File: config.mk
export PLATFORM = sky130hd
export DESIGN_NAME = code_map_reg_flat
export DESIGN_NICKNAME = d
export VERILOG_FILES = /design/src/rtl/code_map_reg_pkg.sv /design/src/rtl/code_map_reg_if.sv /design/src/rtl/code_map_reg_table.sv /design/src/rtl/code_map_reg.sv /design/src/flat_wrapper.sv
export SDC_FILE = /design/constraint.sdc
export NUM_CORES = 1
export LEC_CHECK = 0
export CORE_UTILIZATION = 35
export DETAILED_ROUTE_END_ITERATION = 10
export SYNTH_ARGS = -nofsm -noshare
export SYNTH_HDL_FRONTEND = slang
export SYNTH_SLANG_ARGS = --single-unit
File: constraint.sdc
create_clock -name clk -period 5.55 [get_ports clk]
set_input_delay 1.11 -clock clk [delete_from_list [all_inputs] [get_ports clk]]
set_output_delay 1.11 -clock clk [all_outputs]
set_load 0.01 [all_outputs]
File: src/rtl/code_map_reg_pkg.sv
// Shared types and helpers for the code_map_reg mapper: output-stage FSM states
// and the table depth derived from the code width.
package code_map_reg_pkg;

    typedef enum logic {
        EMPTY = 1'b0,
        FULL  = 1'b1
    } state_t;

    function automatic int unsigned table_depth(input int unsigned code_w);
        return 32'd1 << code_w;
    endfunction

endpackage

File: src/rtl/code_map_reg_if.sv
// Valid/ready handshake bundle between the code source, the mapper and the
// consumer of mapped results.
interface code_map_reg_if #(
    parameter int CODE_W = 2,
    parameter int OUT_W  = 1
);
    logic              in_valid;
    logic              in_ready;
    logic [CODE_W-1:0] in_code;
    logic              out_valid;
    logic              out_ready;
    logic [OUT_W-1:0]  out_data;
    logic              out_hit;

    modport master (
        output in_valid, in_code, out_ready,
        input  in_ready, out_valid, out_data, out_hit
    );

    modport slave (
        input  in_valid, in_code, out_ready,
        output in_ready, out_valid, out_data, out_hit
    );
endinterface

File: src/rtl/code_map_reg_table.sv
// Programmable mapping table: one {data, en} entry per code, synchronous write,
// combinational read so a same-cycle lookup sees the pre-write contents.
module code_map_table
    import code_map_reg_pkg::*;
#(
    parameter int               CODE_W      = 2,
    parameter int               OUT_W       = 1,
    parameter logic [OUT_W-1:0] DEFAULT_VAL = '0
) (
    input  logic              clk,
    input  logic              rst,
    input  logic              we,
    input  logic [CODE_W-1:0] wr_addr,
    input  logic [OUT_W-1:0]  wr_data,
    input  logic              wr_en,
    input  logic [CODE_W-1:0] rd_addr,
    output logic [OUT_W-1:0]  rd_data,
    output logic              rd_en
);
    localparam int DEPTH = int'(table_depth(CODE_W));

    typedef struct packed {
        logic [OUT_W-1:0] data;
        logic             en;
    } entry_t;

    entry_t mem_r [DEPTH];

    // Entry storage; reset wins over a same-cycle write.
    always_ff @(posedge clk) begin
        if (rst) begin
            for (int i = 0; i < DEPTH; i++) begin
                mem_r[i] <= '{data: DEFAULT_VAL, en: 1'b0};
            end
        end else if (we) begin
            mem_r[wr_addr] <= '{data: wr_data, en: wr_en};
        end
    end

    assign rd_data = mem_r[rd_addr].data;
    assign rd_en   = mem_r[rd_addr].en;

endmodule

File: src/rtl/code_map_reg.sv
// Registered code-to-value mapper: table lookup on accept, one-entry output
// stage with valid/ready, and a saturating miss counter with sticky flag.
module code_map_reg
    import code_map_reg_pkg::*;
#(
    parameter int               CODE_W      = 2,
    parameter int               OUT_W       = 1,
    parameter int               CNT_W       = 8,
    parameter logic [OUT_W-1:0] DEFAULT_VAL = '0
) (
    input  logic              clk,
    input  logic              rst,
    input  logic              cfg_we,
    input  logic [CODE_W-1:0] cfg_addr,
    input  logic [OUT_W-1:0]  cfg_data,
    input  logic              cfg_en,
    code_map_reg_if.slave     bus,
    output logic [CNT_W-1:0]  miss_cnt,
    output logic              miss_sticky,
    input  logic              miss_clr
);
    localparam logic [CNT_W-1:0] CNT_MAX = '1;

    state_t             state_r, state_s;
    logic [OUT_W-1:0]   out_data_r, lookup_data_s, rd_data_s;
    logic               out_hit_r, lookup_hit_s, rd_en_s;
    logic [CNT_W-1:0]   miss_cnt_r, cnt_base_s, cnt_s;
    logic               miss_sticky_r, sticky_base_s, sticky_s;
    logic               in_ready_s, accept_s, miss_s;

    code_map_table #(
        .CODE_W      (CODE_W),
        .OUT_W       (OUT_W),
        .DEFAULT_VAL (DEFAULT_VAL)
    ) u_table (
        .clk     (clk),
        .rst     (rst),
        .we      (cfg_we),
        .wr_addr (cfg_addr),
        .wr_data (cfg_data),
        .wr_en   (cfg_en),
        .rd_addr (bus.in_code),
        .rd_data (rd_data_s),
        .rd_en   (rd_en_s)
    );

    // Handshake, next state, lookup result and miss bookkeeping.
    always_comb begin
        in_ready_s = (state_r == EMPTY) || bus.out_ready;
        accept_s   = bus.in_valid && in_ready_s;
        state_s    = state_r;
        case (state_r)
            EMPTY: begin
                if (accept_s) state_s = FULL;
                else          state_s = EMPTY;
            end
            FULL: begin
                if (bus.out_ready && !accept_s) state_s = EMPTY;
                else                            state_s = FULL;
            end
            default: state_s = EMPTY;
        endcase

        if (rd_en_s) begin
            lookup_data_s = rd_data_s;
            lookup_hit_s  = 1'b1;
        end else begin
            lookup_data_s = DEFAULT_VAL;
            lookup_hit_s  = 1'b0;
        end

        miss_s = accept_s && !rd_en_s;

        // A clear lands before a same-cycle miss is counted.
        if (miss_clr) begin
            cnt_base_s    = '0;
            sticky_base_s = 1'b0;
        end else begin
            cnt_base_s    = miss_cnt_r;
            sticky_base_s = miss_sticky_r;
        end

        if (miss_s && (cnt_base_s != CNT_MAX)) cnt_s = cnt_base_s + CNT_W'(1);
        else                                   cnt_s = cnt_base_s;
        sticky_s = sticky_base_s | miss_s;
    end

    // State, output and counter registers.
    always_ff @(posedge clk) begin
        if (rst) begin
            state_r       <= EMPTY;
            out_data_r    <= DEFAULT_VAL;
            out_hit_r     <= 1'b0;
            miss_cnt_r    <= '0;
            miss_sticky_r <= 1'b0;
        end else begin
            state_r       <= state_s;
            miss_cnt_r    <= cnt_s;
            miss_sticky_r <= sticky_s;
            if (accept_s) begin
                out_data_r <= lookup_data_s;
                out_hit_r  <= lookup_hit_s;
            end else begin
                out_data_r <= out_data_r;
                out_hit_r  <= out_hit_r;
            end
        end
    end

    assign bus.in_ready  = in_ready_s;
    assign bus.out_valid = (state_r == FULL);
    assign bus.out_data  = out_data_r;
    assign bus.out_hit   = out_hit_r;
    assign miss_cnt      = miss_cnt_r;
    assign miss_sticky   = miss_sticky_r;

endmodule

File: src/flat_wrapper.sv
// flat-port wrapper written by rule: the top's interface ports become plain ports
module code_map_reg_flat import code_map_reg_pkg::*;
#(
    parameter int               CODE_W      = 2,
    parameter int               OUT_W       = 1,
    parameter int               CNT_W       = 8,
    parameter logic [OUT_W-1:0] DEFAULT_VAL = '0
)
  (clk, rst, cfg_we, cfg_addr, cfg_data, cfg_en, miss_cnt, miss_sticky, miss_clr, bus_in_valid, bus_in_code, bus_out_ready, bus_in_ready, bus_out_valid, bus_out_data, bus_out_hit);
  code_map_reg_if #(.CODE_W(CODE_W), .OUT_W(OUT_W)) bus_i ();
  input  logic clk;
  input  logic rst;
  input  logic cfg_we;
  input  logic [CODE_W-1:0] cfg_addr;
  input  logic [OUT_W-1:0] cfg_data;
  input  logic cfg_en;
  output logic [CNT_W-1:0] miss_cnt;
  output logic miss_sticky;
  input  logic miss_clr;
  input wire logic [$bits(bus_i.in_valid)-1:0] bus_in_valid;
  input wire logic [$bits(bus_i.in_code)-1:0] bus_in_code;
  input wire logic [$bits(bus_i.out_ready)-1:0] bus_out_ready;
  output wire logic [$bits(bus_i.in_ready)-1:0] bus_in_ready;
  output wire logic [$bits(bus_i.out_valid)-1:0] bus_out_valid;
  output wire logic [$bits(bus_i.out_data)-1:0] bus_out_data;
  output wire logic [$bits(bus_i.out_hit)-1:0] bus_out_hit;
  assign bus_i.in_valid = bus_in_valid;
  assign bus_i.in_code = bus_in_code;
  assign bus_i.out_ready = bus_out_ready;
  assign bus_in_ready = bus_i.in_ready;
  assign bus_out_valid = bus_i.out_valid;
  assign bus_out_data = bus_i.out_data;
  assign bus_out_hit = bus_i.out_hit;
  code_map_reg #(.CODE_W(CODE_W), .OUT_W(OUT_W), .CNT_W(CNT_W), .DEFAULT_VAL(DEFAULT_VAL)) u_core (.clk(clk), .rst(rst), .cfg_we(cfg_we), .cfg_addr(cfg_addr), .cfg_data(cfg_data), .cfg_en(cfg_en), .bus(bus_i), .miss_cnt(miss_cnt), .miss_sticky(miss_sticky), .miss_clr(miss_clr));
endmodule
==> results of run 1 <==
[worst max-delay path by stage]
stage	start	to	cells after the start
detailed placement	bus_in_code[0]	u_core.miss_cnt[6]	5
global placement	bus_in_code[0]	u_core.miss_cnt[6]	5
global route	bus_out_ready	bus_in_ready	4
finish	bus_out_ready	bus_in_ready	4
floorplan	bus_in_code[0]	u_core.miss_cnt[3]	6
CTS	bus_out_ready	bus_in_ready	4
[power by group through the flow]
stage,registers (W),logic (W),clock network (W)
floorplan,0.000167,0.0000177,0
global placement,0.000167,0.0000376,0
detailed placement,0.000167,0.0000377,0
CTS,0.000164,0.0000380,0.000122
global route,0.000165,0.0000416,0.000129
finish,0.000163,0.0000378,0.000118
[metal layers]
metal  wire, um  track usage  up-vias
met1        905        0.172      389
met5          0            0        -
met4         15       0.0385        0
li1           -            -      426
met3         71       0.0424        2
met2        851        0.243       17
[area by class of cell]
| cell class | instances | share of cell area |
|---|---|---|
| sequential | 20 | 0.381 |
| timing repair buffer | 24 | 0.190 |
| inverter | 6 | 0.0178 |
| clock buffer | 3 | 0.0178 |
| multi-input combinational | 73 | 0.340 |
| tap | 30 | 0.0297 |
| clock inverter | 1 | 0.0238 |
[cells in the mapped netlist]
cell	number	area, um^2
a21o_1	1	7.51
a21oi_1	7	35.0
a31o_2	1	8.76
and3_1	1	6.26
buf_2	1	5.00
clkbuf_1	1	3.75
clkbuf_2	1	5.00
dfxtp_1	12	240
edfxtp_1	8	240
inv_1	6	22.5
mux4_2	1	22.5
nand2_1	11	41.3
nand2b_1	5	31.3
nand3_1	5	25.0
nor2_1	11	41.3
nor2b_1	3	18.8
nor3_1	3	15.0
nor4_1	1	6.26
o2111ai_1	1	8.76
o211ai_1	2	15.0
o21a_1	1	7.51
o21ai_0	3	15.0
o21bai_1	2	15.0
o311ai_0	2	17.5
o31ai_1	3	22.5
o41ai_1	2	17.5
or2_2	1	6.26
or3_1	1	6.26
or3b_1	1	8.76
or4_1	4	30.0
[cells in the final DEF (no fill, tap or decap), types with 4 or more instances in the layout]
cell type	count
inv_1	6
nand2b_1	5
nand3_1	5
edfxtp_1	8
clkdlybuf4s50_1	24
nand2_1	11
or4_1	4
a21oi_1	7
nor2_1	11
dfxtp_1	12
[sequential cells by signal, summed over array words and instances, names as in the netlist]
| register | flops |
|---|---|
| u_core.miss_sticky | 1 |
| u_core.bus.out_data | 1 |
| u_core.bus.out_valid | 1 |
| u_core.bus.out_hit | 1 |
| u_core.u_table.mem_r | 8 |
| u_core.miss_cnt | 8 |
[through the flow]
step | util | std cells | area [um^2]
floorplan | - | 102 | 946
CTS | 0.500 | 157 | 1260
finish | 0.500 | 157 | 1260
detailed placement | 0.480 | 153 | 1210
global route | 0.500 | 157 | 1260
global placement | 0.480 | 153 | 1210
[cells by family after synthesis]
logic type,Yosys count,share of synthesized area
muxes,1,0.0238
and+or+nand+nor,47,0.250
AOI/OAI and AO/OA,25,0.180
buffers and inverters,9,0.0383
DFF,20,0.508
[critical path: cells and delay by family]
kind,cells,cell delay [ns]
buffers and inverters,3,0.99
AND/OR/NAND/NOR,1,0.19
==> run metrics, run 1 <==
hold path cells=2; Vias/cell=5.31; Int Power=between 0.0002 and 0.0003 W; crit path cell chain=clkdlybuf4s50_1 > nor2b_1 > inv_1 > clkdlybuf4s50_1; Syn Std Cell Area=~950 um^2; slowest stage delay, CP=approximately 0.48 ns; Setup TNS=0 ns; Crit-path slowest cell=clkdlybuf4s50_1; cts-stage hold buffer count=0; Peak Freq=294 MHz; Net Sw Power=0.0000671 W; Final Hold Fails=0; Routed wire per std cell=11.7 um; post-route ant nets=0; Worst Path Arrival=2.29 ns; total CTS buffers=3; die width=54.0 um; Unique masters post-synth=30; Clock Sinks=20; GP Congestion=0.760; gate count of the mapped netlist=about 100; Skew-Pair Late Insertion Delay=0.30 ns; Hold Worst Slack=0.462 ns; CTS H-tree lvls=1; Worst-path clk slew=about 0.13 ns; Total Power=0.000320 W; largest net degree at the start of global routing=17; Pwr Density=253 nW/um^2; final net count=140; worst path required time=4.44 ns; final wirelength=about 1800 um; share of cells above drive strength 1=0.0551; worst setup margin=2.15 ns; site row count=18; Comb power frac=0.118; Ports=25; final period utilization=0.612; Inserted Diodes=0; WS Path Type=primary input to primary output; Congestion Overflow GR=0; Worst Hold End=u_core.bus.out_data; first-pass GRT wire length=2910 um; crit end category=primary output; Worst Max-Slew Pin Slew=0.741 ns; Core Area=2520 um^2; post-CTS setup buffer count=0; Avg Cell Area, Syn=9.27 um^2; initial antenna violation count=0; #FFs+latches synth=20; RSZ-0062 raised after global routing=false; register area=480 um^2; synthesis warning total=0; Vias=between 800 and 900; vias in the first global route=between 600 and 700; CTS Buffer Depth=2; area of the multi-input gates=429 um^2; Mapped Nets=~110; worst hold start=u_core.bus.out_data; Max-slew headroom=0.501; All-Layer GR Usage=0.142; Reg power frac=0.511; most frequent cell on the critical path=clkdlybuf4s50_1; dpl hpwl=1400 um; CP Launch Type=primary input; Worst R2R Start=u_core.u_table.mem_r[3][0]; Hold WC Path Type=register to register; Setup-failing EPs final=0; CTS tree=done; DR pass1 iterations=4; Max Clock Skew=0.0179 ns; r2r endpoint=u_core.miss_cnt[6]; CTS resizes=0; Max Slew Vio Count=0; Initial Utilization=0.375; area growth from synthesis to layout=33.5%; worst vdd ir=0.194 mV; Worst R2R Setup Slack=3.31 ns; MaxCap Viol Count=0; Setup WS pre-CTS=approximately 2.0 ns; height of the die=54.0 um; outcome=finished clean; Seq/Total Area, Yosys=0.508; initial DRC count=14; clock power share=0.370; port bufs=24; Root Buffer=clkbuf_4; Leakage=between 0.4 and 0.5 nW; DR DRC count=0; r2r worst-path depth=4; Switching Fraction=0.210; critical path fanouts, max=4; Final min period=3.40 ns; filler instances=253; Die ar.=a little under 3000 um^2
Note: power is estimated with default switching activity, not from simulation.
==> inputs of run 2 (changes only) <==
- clock period: 5.55 -> 3.2 ns (I/O delays scaled with it)
==> run 2 against run 1 <==
  * Setup slack worse by 1.7 ns
  * Final cell count unchanged
  * Hold slack worse by 0.0039 ns
  * Sequential share of layout area grew 0.15 points
  * Register-to-register slack lost 2.4 ns
==> run metrics, run 2 (same netlist as run 1, synthesis figures left out) <==
Worst Path Arrival=~3.0 ns; Worst Path Buf+Inv=1; Routed wire per std cell=12.0 um; Hold WC Path Type=register to register; Vias=816; Total Power=~0.00052 W; share of cells above drive strength 1=0.0551; MaxCap Viol Count=0; Root Buffer=clkbuf_4; crit path cell chain=clkdlybuf4s50_1 > mux4_2 > or3b_1 > or4_1 > a21oi_1; Hold Worst Slack=about 0.46 ns; Crit-path slowest cell=or3b_1; CP Launch Type=primary input; Worst-path clk slew=0.12 ns; CTS resizes=0; Clock Sinks=20; initial DRC count=8; critical path fanouts, max=16; Vias/cell=a little over 5; slowest stage delay, CP=roughly 0.57 ns; Initial Utilization=0.375; most frequent cells in the layout=24 x clkdlybuf4s50_1, 12 x dfxtp_1, 11 x nor2_1, 11 x nand2_1, 8 x edfxtp_1; CTS H-tree lvls=1; Die ar.=a little under 3000 um^2; post-route ant nets=0; Core Area=2520 um^2; largest net degree at the start of global routing=17; worst setup margin=0.478 ns; Max-slew headroom=0.475; initial antenna violation count=0; Max Clock Skew=roughly 0.011 ns; cts-stage hold buffer count=0; post-CTS setup buffer count=0; WS Path Type=primary input to register; CTS Buffer Depth=2; final period utilization=0.851; RSZ-0062 raised after global routing=false; worst vdd ir=between 0.2 and 0.25 mV; Final min period=2.72 ns; Leakage=0.427 nW; final net count=140; Pwr Density=416 nW/um^2; height of the die=54.0 um; first-pass GRT wire length=2960 um; site row count=18; DR pass1 iterations=4; Setup WS pre-CTS=about 0.16 ns; die width=54.0 um; GP Congestion=0.778; Setup-failing EPs final=0; Setup TNS=0 ns; port bufs=24; Top delay family on crit path=simple AND/OR/NAND/NOR gates; area growth from synthesis to layout=32.9%; vias in the first global route=about 680; worst path required time=3.45 ns; filler instances=248; All-Layer GR Usage=0.145; Ports=25; Congestion Overflow GR=0; final wirelength=1890 um; dpl hpwl=1430 um; Inserted Diodes=0; post-layout util=0.499; Final Hold Fails=0; Max Slew Vio Count=0; Worst Max-Slew Pin Slew=just under 0.8 ns; Skew-Pair Late Insertion Delay=0.30 ns; commonest non-fill, non-tap cell in the layout=clkdlybuf4s50_1; Peak Freq=roughly 370 MHz; crit end category=register; total CTS buffers=3; DR DRC count=0; outcome=finished clean; CTS tree=done
## run 2: metrics by stage
stage                     cell area, um^2  std cells
after floorplan                       946        102
after global placement               1210        153
after detailed placement             1210        153
after CTS                            1260        157
after global routing                 1260        157
final                                1260        157
## run 2: layout make-up
| class | instances | area (um^2) | share of cell area |
|---|---|---|---|
| Timing Repair Buffer | 24 | 240 | 0.191 |
| Clock buffer | 4 | 47.5 | 0.0378 |
| Multi-Input combinational cell | 73 | 429 | 0.341 |
| Tap cell | 30 | 37.5 | 0.0299 |
| Sequential cell | 20 | 480 | 0.382 |
| Inverter | 6 | 22.5 | 0.0179 |
## run 2: path summary, 6_finish.rpt
| check | startpoint | cells after the start | to | slack (ns) |
|---|---|---|---|---|
| hold / removal | u_core.bus.out_data | 2 | u_core.bus.out_data | 0.46 |
| setup / recovery | bus_in_code[0] | 5 | u_core.miss_cnt[6] | 0.48 |
| hold reg to reg | u_core.bus.out_data | 2 | u_core.bus.out_data | 0.46 |
| setup reg to reg | u_core.u_table.mem_r[2][0] | 4 | u_core.miss_cnt[6] | 0.96 |
## run 2: worst min-delay path: stages (launching register included)
cell,delay [ns]
dfxtp_1,0.32
nand2_1,0.05
a21oi_1,0.05
## run 2: where the power goes
group	switching, W	internal, W
logic	0.0000318	0.0000337
registers	0.00000604	0.000278
clock network	0.0000782	0.0000953
total	0.000116	0.000407
## run 2: layer usage
layer	routed length, um	vias to the layer above	track usage
met3	63	4	0.0339
met5	0	-	0
met2	864	15	0.235
li1	-	427	-
met4	29	0	0.0641
met1	932	370	0.181
